## config.mk

```make
export PLATFORM = sky130hd
export DESIGN_NAME = resonator_dds_cmix_round
export DESIGN_NICKNAME = d
export VERILOG_FILES = /design/src/rtl/resonator_dds_cmix_round.sv
export SDC_FILE = /design/constraint.sdc
export NUM_CORES = 1
export LEC_CHECK = 0
export ABC_AREA = 1
export BUFFER_PORTS_ARGS = -buffer_cell sky130_fd_sc_hd__buf_4
export CAP_MARGIN = 25
export CORE_MARGIN = 5
export CORE_UTILIZATION = 43
export DETAILED_ROUTE_END_ITERATION = 10
export PLACE_DENSITY_LB_ADDON = 0.3
export SKIP_CTS_REPAIR_TIMING = 1
export SYNTH_ARGS = -nofsm -noshare
export SYNTH_HDL_FRONTEND = slang
export SYNTH_SLANG_ARGS = --single-unit
export TNS_END_PERCENT = 30
```

## constraint.sdc

```tcl
create_clock -name clk -period 3.1 [get_ports clk]
set_input_delay 0.62 -clock clk [delete_from_list [all_inputs] [get_ports clk]]
set_output_delay 0.62 -clock clk [all_outputs]
set_load 0.005 [all_outputs]
```

## src/rtl/resonator_dds_cmix_round.sv

```systemverilog
// Post-multiply stage of the resonator DDS complex mixer.
// Combines the four partial products of (a+jb)(c+jd) into I/Q, rounds
// half-up, saturates to OUT_W bits and hands the result downstream on a
// valid/ready port. A single global stall freezes the multipliers, the
// validity shift register and both post-multiply stages together.
module resonator_dds_cmix_round #(
    parameter int MUL_LATENCY = 3,
    parameter int SHIFT       = 15,
    parameter int OUT_W       = 16
) (
    input  logic             clk,
    input  logic             reset,
    input  logic             s_valid,
    output logic             s_ready,
    output logic             mul_ce,
    input  logic [31:0]      p_ac,
    input  logic [31:0]      p_bd,
    input  logic [31:0]      p_ad,
    input  logic [31:0]      p_bc,
    output logic [OUT_W-1:0] m_i,
    output logic [OUT_W-1:0] m_q,
    output logic             m_valid,
    input  logic             m_ready,
    input  logic             sat_clr,
    output logic [15:0]      sat_count
);

    localparam logic signed [33:0] RND_C     = 34'sh1 <<< (SHIFT - 1);
    localparam logic signed [33:0] SAT_MAX_C = (34'sh1 <<< (OUT_W - 1)) - 34'sh1;
    localparam logic signed [33:0] SAT_MIN_C = -(34'sh1 <<< (OUT_W - 1));

    // Half-up rounding followed by arithmetic shift, done at 34 bits so the
    // rounding constant can never overflow the 33-bit sum.
    function automatic logic signed [33:0] round_shift(input logic signed [32:0] s);
        logic signed [33:0] r;
        r = $signed({s[32], s}) + RND_C;
        return r >>> SHIFT;
    endfunction

    // True when the shifted value lies outside the output range.
    function automatic logic is_sat(input logic signed [33:0] t);
        return (t > SAT_MAX_C) || (t < SAT_MIN_C);
    endfunction

    // Clamp the shifted value into the signed output range.
    function automatic logic [OUT_W-1:0] sat_fn(input logic signed [33:0] t);
        logic signed [33:0] c;
        if (t > SAT_MAX_C) begin
            c = SAT_MAX_C;
        end else if (t < SAT_MIN_C) begin
            c = SAT_MIN_C;
        end else begin
            c = t;
        end
        return c[OUT_W-1:0];
    endfunction

    logic [MUL_LATENCY-1:0] vld_q, vld_d;
    logic signed [32:0]     si_q, si_d, sq_q, sq_d;
    logic                   v1_q, v1_d;
    logic [OUT_W-1:0]       m_i_q, m_i_d, m_q_q, m_q_d;
    logic                   m_valid_q, m_valid_d;
    logic [15:0]            sat_count_q, sat_count_d;
    logic                   stall_s, mul_ce_s, accept_s, sat_hit_s;
    logic signed [33:0]     ti_s, tq_s;

    // Global enable: only a held, unaccepted output sample stalls the chain;
    // while in reset the multipliers keep running so stale operands flush.
    always_comb begin
        stall_s = m_valid_q & ~m_ready;
        if (reset) begin
            mul_ce_s = ~stall_s;
        end else begin
            mul_ce_s = 1'b1;
        end
        accept_s = s_valid & mul_ce_s;
    end

    // Next-state for validity tracking, the S1 sums and the S2 output stage.
    always_comb begin
        vld_d[0] = accept_s;
        for (int i = 1; i < MUL_LATENCY; i++) begin
            vld_d[i] = vld_q[i-1];
        end
        si_d      = $signed({p_ac[31], p_ac}) - $signed({p_bd[31], p_bd});
        sq_d      = $signed({p_ad[31], p_ad}) + $signed({p_bc[31], p_bc});
        v1_d      = vld_q[MUL_LATENCY-1];
        ti_s      = round_shift(si_q);
        tq_s      = round_shift(sq_q);
        m_i_d     = sat_fn(ti_s);
        m_q_d     = sat_fn(tq_s);
        m_valid_d = v1_q;
        sat_hit_s = v1_q & (is_sat(ti_s) | is_sat(tq_s));
    end

    // Saturation counter: clear wins over an increment, and it sticks at max.
    always_comb begin
        if (sat_clr) begin
            sat_count_d = 16'h0000;
        end else if (mul_ce_s && sat_hit_s && (sat_count_q != 16'hFFFF)) begin
            sat_count_d = sat_count_q + 16'h0001;
        end else begin
            sat_count_d = sat_count_q;
        end
    end

    // Pipeline registers: all stages advance together on an enabled edge.
    always_ff @(posedge clk) begin
        if (!reset) begin
            vld_q       <= '0;
            si_q        <= 33'sh0;
            sq_q        <= 33'sh0;
            v1_q        <= 1'b0;
            m_i_q       <= '0;
            m_q_q       <= '0;
            m_valid_q   <= 1'b0;
            sat_count_q <= 16'h0000;
        end else begin
            sat_count_q <= sat_count_d;
            if (mul_ce_s) begin
                vld_q     <= vld_d;
                si_q      <= si_d;
                sq_q      <= sq_d;
                v1_q      <= v1_d;
                m_i_q     <= m_i_d;
                m_q_q     <= m_q_d;
                m_valid_q <= m_valid_d;
            end
        end
    end

    assign mul_ce    = mul_ce_s;
    assign s_ready   = mul_ce_s;
    assign m_i       = m_i_q;
    assign m_q       = m_q_q;
    assign m_valid   = m_valid_q;
    assign sat_count = sat_count_q;

endmodule
```

=== Yosys cells after proc, flatten, opt, wreduce, memory -nomap -nowiden ===
Index checks and enable logic that the tools add are counted.

* $add $sub $neg: 5
* Multiply operators: 0
* Div/mod/pow operators: 0
* Magnitude comparators: 4
* Equal/unequal tests: 1
* Shifts and indexed selects: 0
* Muxes and demuxes: 5
* Bitwise logic cells: 7
* Reductions and logical operators: 5

{| class="wikitable"
|+ Operator list
! operator !! number
|-
| $add 33x16->34 const B || 2
|-
| $mux 16 || 4
|-
| $gt 19x16->1 const B || 2
|-
| $lt 19x16->1 const B || 2
|-
| $add 32x32->33 || 1
|-
| $sub 32x32->33 || 1
|-
| $add 16x1->16 const B || 1
|-
| $ne 16x16->1 const B || 1
|-
| $and 1x1->1 || 3
|-
| $not 1->1 || 3
|-
| $logic_and 1x1->1 || 2
|-
| $logic_or 1x1->1 || 2
|-
| $reduce_or 2->1 || 1
|-
| $mux 1 || 1
|-
| $or 1x1->1 || 1
|}

* Register bits: 119
* Bits in latches: 0
* Bits in writable memories: 0
* Bits in read-only memories: 0
* Bits of input ports: 133
* Output and inout port bits: 51
* Word-level logic and storage cells: 35
* Memories kept: 0

=== Depth between registers and ports, before layout ===
Gate-level depths: netlist (run 1).

* Depth in word-level cells: 7
* Depth in mapped cells: 16
* Depth with buffers taken out: 15

=== Least setup slack after synthesis (run 1) ===
OpenSTA, ideal clock, no wires.

* Kind: in2out
* Start point: input reset
* End point: output s_ready
* Arrival time: 1,702 ps
* Data required time: 2,480 ps
* Slack: 778 ps
* Cell stages on the path: 5
* Path buffers: 4
* Path through: clkbuf_1 > nand2_1 > clkbuf_1 > clkbuf_1 > buf_4

* Word-level cells in the longest chain between the ends: 1

{| class="wikitable"
|+ Ends and longest elaborated chain
! item !! RTL line !! text
|-
| start, declared || 12 || <nowiki>input logic reset,</nowiki>
|-
| $mux 1 || 71 || <nowiki>if (reset) begin</nowiki>
|-
| end, declared || 14 || <nowiki>output logic s_ready,</nowiki>
|}

Every way passes these cells.

=== Worst setup path in the final report (run 1) ===
* Start point: register si_q[14]
* End point: register sat_count_q[1] (netlist: sat_count[1])

* Word-level cells in the longest chain between the ends: 7
* Elaborated cells between the ends (all ways): 8
* Classes of those cells: 1 x add/sub; 2 x order compare; 2 x bitwise; 3 x reduce/logical

{| class="wikitable"
|+ Ends and longest elaborated chain
! item !! RTL line !! text
|-
| start, declared || 59 || <nowiki>logic signed [32:0] si_q, si_d, sq_q, sq_d;</nowiki>
|-
| start signal, assigned || 122 || <nowiki>si_q <= si_d;</nowiki>
|-
| $add 33x16->34 * || 36 || <nowiki>r = $signed({s[32], s}) + RND_C;</nowiki>
|-
| $gt 19x16->1 or $lt 19x16->1 (tied branches) || 42 || <nowiki>return (t > SAT_MAX_C) || (t < SAT_MIN_C);</nowiki>
|-
| $logic_or 1x1->1 * || 42 ||
|-
| $or 1x1->1 * || 93 || <nowiki>sat_hit_s = v1_q & (is_sat(ti_s) | is_sat(tq_s));</nowiki>
|-
| $and 1x1->1 * || 93 ||
|-
| $logic_and 1x1->1 * (2 in a row) || 100 || <nowiki>end else if (mul_ce_s && sat_hit_s && (sat_count_q != 16'hFFFF)) begin</nowiki>
|-
| end signal, assigned || 119 || <nowiki>sat_count_q <= sat_count_d;</nowiki>
|-
| end, declared || 63 || <nowiki>logic [15:0] sat_count_q, sat_count_d;</nowiki>
|}

Mark *: on every way between the ends. The rest lies on a longest branch, timed or not.
A chain may end at the register's enable or synchronous reset.

==> reports/qor.yml, run 1 <==
status: "finished clean"
synth_cells: 1377
reg2reg_setup_slack_ns: 0.65
synth_top_cell_area_share_pct: 21.3
synthTopCellsByArea: "dfxtp_1 (21%), nand2_1 (12%), inv_1 (11%)"
drc: 0
ys.flop_type: "dfxtp_1"
path_clk_slew_ns: 0.06
period_share_pct: 79.1
io_pins: 184
hp-class: "reg -> reg"
p_per_area_nw_per_um2: 376
grt_pass1_vias: 8874
crit_arrival_ns: 2.66
vias_per_cell: 5.09
die_w_um: 151
path_class: "reg -> reg"
layout.cells.non_filler: 1818
grt_max_degree: 73
timing.final.ws_setup_ns: 0.648
yosys.area_share.simple_pct: 29.2
num_rows: 51
syn_area_um2: 8560
yosysWarnings: 0
insertion_delay_ns: 0.35
path_max_fanout: 18
final.setup.tns_ns: 0
numCtsBuffers: 9
synthMuxAreaShare_pct: 0
wl_um: 25200
initial_core_util_pct: 43.8
ys_seq_area_share_pct: 21.3
p_leak_nw: 5.33
worst_ep_required_time_ns: 3.30
slew_headroom_pct: 53.8
cp-end-kind: "flip-flop"
hold_viol_final: 0
async_flop_share_pct: 0
placed_cells: 1802
wl_per_cell_um: 13.8
insertedDiodeCount: 0
startpoint_type: "flip-flop"
synth_top_family_by_area: "simple AND/OR/NAND/NOR gates"
synth_top_cell_by_area: "dfxtp_1"
clock_path_buffers: 2
rsz0062_at_grt: "false"
synth_cell_types: 43
ir_drop_mv: 0.219
areaGrowthSynthToFinish_pct: 22.3
die_h_um: 151
h-tree-depth: 3
max_cap_violations: 0
cts_num_sinks: 91
dp_hpwl_um: 20600
yosys.area_share.adder_pct: 9.50
cts_tree: "done"
ant_nets: 0
finalCriticalPeriod_ns: 2.45
timing.fmax_mhz: 408
finalNetCount: 1746
antenna_found_initial: 0
fp.coreArea_um2: 19500
synth_compound_area_share_pct: 21.6
slew_violations: 0
drtIter0Drc: 526
ys_ff_latch: 91
first_pass_iters: 5
drive_above_1_share_pct: 17.0
worst_slew_pin_slew_ns: 0.693
grt-ovfl-total: 0
nFillCells: 2020
grtUsageTotal_pct: 21.9
synth_xor_area_share_pct: 5.22
pre_cts_ws_ns: 0.530
syn_avg_cell_area_um2: 6.22
die_area_um2: 22800
syn-num-nets: 1575
gp_congestion: 0.954
synth_edf_count: 0
numPortBuffers: 183
grt_pass1_wl_um: 41200
setup_violations: 0
num_vias: 9257
clockRootBuffer: "clkbuf_16"
skew_ns: 0.00777
[final timing paths]
check | depth (start not counted) | from | endpoint
worst min-delay path | 2 | vld_q[1] | vld_q[1]
worst max-delay path | 12 | si_q[14] | sat_count[1]
worst min register to register | 2 | vld_q[1] | vld_q[1]
worst max register to register | 12 | si_q[14] | sat_count[1]
[layout by cell type, fill, tap and decap left out, types with 5 or more instances in the layout]
master	instances
nand2_2	18
nor3_1	19
inv_1	253
a21oi_1	96
buf_4	189
a31oi_1	5
inv_2	9
o221ai_1	15
clkbuf_16	9
o211ai_1	24
nor2_1	132
dfxtp_1	91
a21oi_2	12
o21ai_0	107
a21boi_0	8
nor4_1	9
nor2_4	6
nand2_1	267
ha_1	65
o21bai_1	23
nand4_1	13
xor2_1	39
nand3_1	93
xnor2_1	12
a21o_1	8
[metal layers]
layer | part of all wire, % | global-route usage [%]
met1 | 43 | 27.2
met2 | 49 | 39.0
met3 | 5.3 | 3.62
met4 | 2.6 | 6.53
met5 | 0 | 0
[worst max-delay path, stage by stage, from the launching register on]
cell	delay, ns
dfxtp_1	0.45
ha_1	0.23
nand2_1	0.11
nor2_4	0.15
nand2_2	0.09
o21ai_2	0.15
nand2_2	0.10
a21oi_4	0.38
a21oi_4	0.06
nand2_4	0.20
nand2_4	0.19
nand2_1	0.12
a21oi_1	0.07
[cell families (layout without fill, tap and decap cells)]
family	Yosys count	in the layout
AND/OR/NAND/NOR	571	571
AO/OA/AOI/OAI	308	308
buffers and inverters	291	467
flip-flops	91	91
adder cells (fa/ha/maj)	65	65
XOR/XNOR	51	51
[synthesized netlist by cell type (5+ instances only)]
cell	n
a21boi_0	8
a21o_1	8
a21oi_1	96
a21oi_2	12
a31oi_1	5
clkbuf_1	20
dfxtp_1	91
ha_1	65
inv_1	253
inv_2	9
nand2_1	268
nand2_2	17
nand3_1	93
nand4_1	13
nor2_1	132
nor2_4	6
nor3_1	19
nor4_1	9
o211ai_1	24
o21ai_0	107
o21bai_1	23
o221ai_1	15
xnor2_1	12
xor2_1	39
[final cells by class]
cell class	instances	area (um^2)	share of cell area, %
multi-input combinational	995	5610	53.6
sequential	91	1820	17.4
timing repair buffer	189	1420	13.5
inverter	262	983	9.39
tap	265	332	3.17
clock buffer	10	239	2.28
clock inverter	6	65.1	0.621
[sequential cells by signal, summed over array words and instances (netlist names)]
signal,flops
vld_q,3
m_q,16
si_q,19
sq_q,19
m_valid,1
m_i,16
sat_count,16
m_valid_d,1
[report_power, final]
| group | switching [mW] | internal (mW) | total [mW] | leakage [nW] |
|---|---|---|---|---|
| Sequential | 0.125 | 1.31 | 1.43 | 0.753 |
| Clock | 0.477 | 0.647 | 1.12 | 0.148 |
| Combinational | 0.802 | 0.583 | 1.39 | 4.43 |
| Total | 1.40 | 2.54 | 3.94 | 5.33 |
[stage by stage]
step	util, %	instance area, um^2	hold WS, ns	power [mW]
3_3_place_gp	52.1	10200	0.450	2.82
6_report	53.6	10500	0.483	3.94
4_1_cts	53.6	10500	0.480	3.97
5_1_grt	53.6	10500	0.495	4.22
3_5_place_dp	52.1	10200	0.459	2.83
2_1_floorplan	-	8560	0.441	2.32
(Power assumes the default switching activity.)
==> run 2, diff against run 1 <==
- ABC_AREA: 1 -> 0
- clock period: 3.1 -> 2.5 ns (I/O delays scaled with it)
==> reports/qor.yml, run 2 <==
num_vias: 6578
layout_commonest_cell: "buf_4"
worst_ep_required_time_ns: 2.72
worst-path-buf-inv: 1
min_from: "s_valid"
startpoint_type: "primary input"
cp-end-kind: "flip-flop"
hp-class: "in -> reg"
fp.coreArea_um2: 14600
numPortBuffers: 183
ant_nets: 0
grt_pass1_vias: 6426
die_area_um2: 17500
finalNetCount: 1257
ir_drop_mv: 0.338
ys.flop_type: "dfxtp_1"
numCtsBuffers: 9
first_pass_iters: 4
clockRootBuffer: "clkbuf_16"
hold_viol_final: 0
slew_headroom_pct: 65.4
max_cap_violations: 0
dp_hpwl_um: 14000
slew_violations: 0
synth_common_cells: "dfxtp_1 (91), nand2_1 (83), ha_1 (65)"
num_rows: 44
synth_edf_count: 0
wl_um: 17500
ys_seq_area_share_pct: 28.3
synth_top_cell_area_share_pct: 28.3
synth_top_cell_by_area: "dfxtp_1"
h-tree-depth: 3
layout_common_cells: "buf_4 (292), dfxtp_1 (85), nand2_1 (83), nor2_1 (56), ha_1 (50)"
cp_slowest_cell: "a311o_1"
pre_cts_ws_ns: -0.318
crit_arrival_ns: 2.66
clock_path_buffers: 2
drc: 0
drtIter0Drc: 347
placed_cells: 1228
path_delay_family: "compound AO/OA/AOI/OAI gates"
synthTopCellsByArea: "dfxtp_1 (28%), ha_1 (13%), xor2_1 (4.9%)"
worst_slew_pin_slew_ns: 0.519
path_max_fanout: 2
holdPathEnd: "vld_q[0]"
grt_pass1_wl_um: 29400
grtUsageTotal_pct: 19.5
period_share_pct: 97.7
whs_path_depth: 3
die_h_um: 132
syn-num-nets: 986
path_clk_slew_ns: 0.06
path_class: "in -> reg"
reg2reg_setup_slack_ns: 0.06
areaGrowthSynthToFinish_pct: 46.4
async_flop_share_pct: 0
reg.largest.list: "si_q x19, sq_q x19"
io_pins: 184
nFillCells: 1303
status: "finished clean"
antenna_found_initial: 0
power_mw: 4.57
drive_above_1_share_pct: 36.3
die_w_um: 132
reg2regPathDepth: 10
cp_cell_sequence: "buf_4 -> ha_1 -> a21oi_2 -> o21ai_1 -> o2111ai_2 -> nand3_2 -> o211ai_1 -> a41oi_2 -> a311o_1 -> a21oi_2 -> xor2_1 -> o21ai_1"
grt-ovfl-total: 0
timing.fmax_mhz: 409
r2r_end: "sat_count[10]"
insertedDiodeCount: 0
initial_core_util_pct: 44.0
synth_cells: 788
r2r_start: "sq_q[15]"
wl_per_cell_um: 14.0
layout.cells.non_filler: 1248
yosysMostFrequentCell: "dfxtp_1"
grt_max_degree: 55
vias_per_cell: 5.27
ys_ff_latch: 91
setup_violations: 0
fin_util_pct: 64.4
synth_cell_types: 70
gp_congestion: 0.895
cts_num_sinks: 91
yosysWarnings: 0
cts_tree: "done"
insertion_delay_ns: 0.34
critPathMaxStageDelay_ns: 0.33
syn_area_um2: 6440
rsz0062_at_grt: "true"
finalCriticalPeriod_ns: 2.44
p_per_area_nw_per_um2: 484
skew_ns: 0.00882
syn_avg_cell_area_um2: 8.18
timing.final.ws_setup_ns: 0.0570
p_leak_nw: 4.27
==> run 2: cell count changes in the layout (fill, tap and decap cells not counted), sizes merged, moves of 28 or more <==
cell / delta
nand3: -68
inv: -215
a21oi: -70
nor2: -84
nand2: -202
o221a: +28
o21ai: -58
buf: +106
==> run 2: through the flow <==
stage	cell area [um^2]	hold WS [ns]	TNS (ns)
after floorplan	6640	0.441	-0.179
after global placement	8910	0.454	-4.25
after detailed placement	8910	0.459	-5.19
after CTS	9200	0.420	-0.161
after global routing	9430	0.427	-0.592
final	9430	0.434	0
==> run 2: metal layers <==
metal / GRT usage [%] / routed length (um) / up-vias
li1: - / - / 3402
met1: 26.3 / 8280 / 3006
met2: 31.3 / 7960 / 162
met3: 4.71 / 1160 / 8
met4: 5.37 / 129 / 0
met5: 0 / 0 / -
==> run 2: worst max path at each step <==
stage,start,to,slack [ns],cells past startpoint
2_1_floorplan,p_ad[18],sq_q[31],-0.04,11
4_1_cts,sq_q[15],sat_count[10],-0.04,10
3_5_place_dp,p_ac[15],si_q[31],-0.32,12
5_1_grt,p_bd[17],si_q[30],-0.09,14
3_3_place_gp,p_ad[6],sq_q[18],-0.28,11
6_report,p_ad[4],sq_q[31],0.06,12
==> run 2: kinds of logic (layout without fill, tap and decap cells) <==
logic type,Yosys count,after routing,share of synthesized area (%)
DFF,91,91,28.3
xor gates and xnor gates,66,66,8.97
adders and majority gates,65,65,12.6
and+or+nand+nor,274,274,21.9
AOI/OAI and AO/OA,210,210,23.1
muxes,1,1,0.155
buffers and inverters,81,357,4.95
==> run 2: worst register-to-register path, cell delays in order (launching register included) <==
cell	delay (ns)
dfxtp_4	0.36
ha_4	0.13
and4_4	0.24
nand4_4	0.18
nand3_2	0.15
o32ai_2	0.10
or4_4	0.57
nand2_8	0.13
nand2b_4	0.08
or3_1	0.31
a21oi_1	0.12
==> run 2: where the power goes <==
group	internal, mW	leakage, nW	switching [mW]
combinational	0.840	3.37	0.663
sequential	1.62	0.755	0.139
clock	0.732	0.146	0.572
total	3.19	4.27	1.37
==> run 2: layout make-up <==
class                   instances  area (um^2)  share of cell area (%)
clock buffers                  11          253                    2.68
clock inverters                 5         36.3                   0.385
inverters                      46          188                    1.99
multi-input cells             616         4670                    49.5
flip-flops and latches         91         1830                    19.4
well taps                     184          230                    2.44
repair buffers                295         2230                    23.6
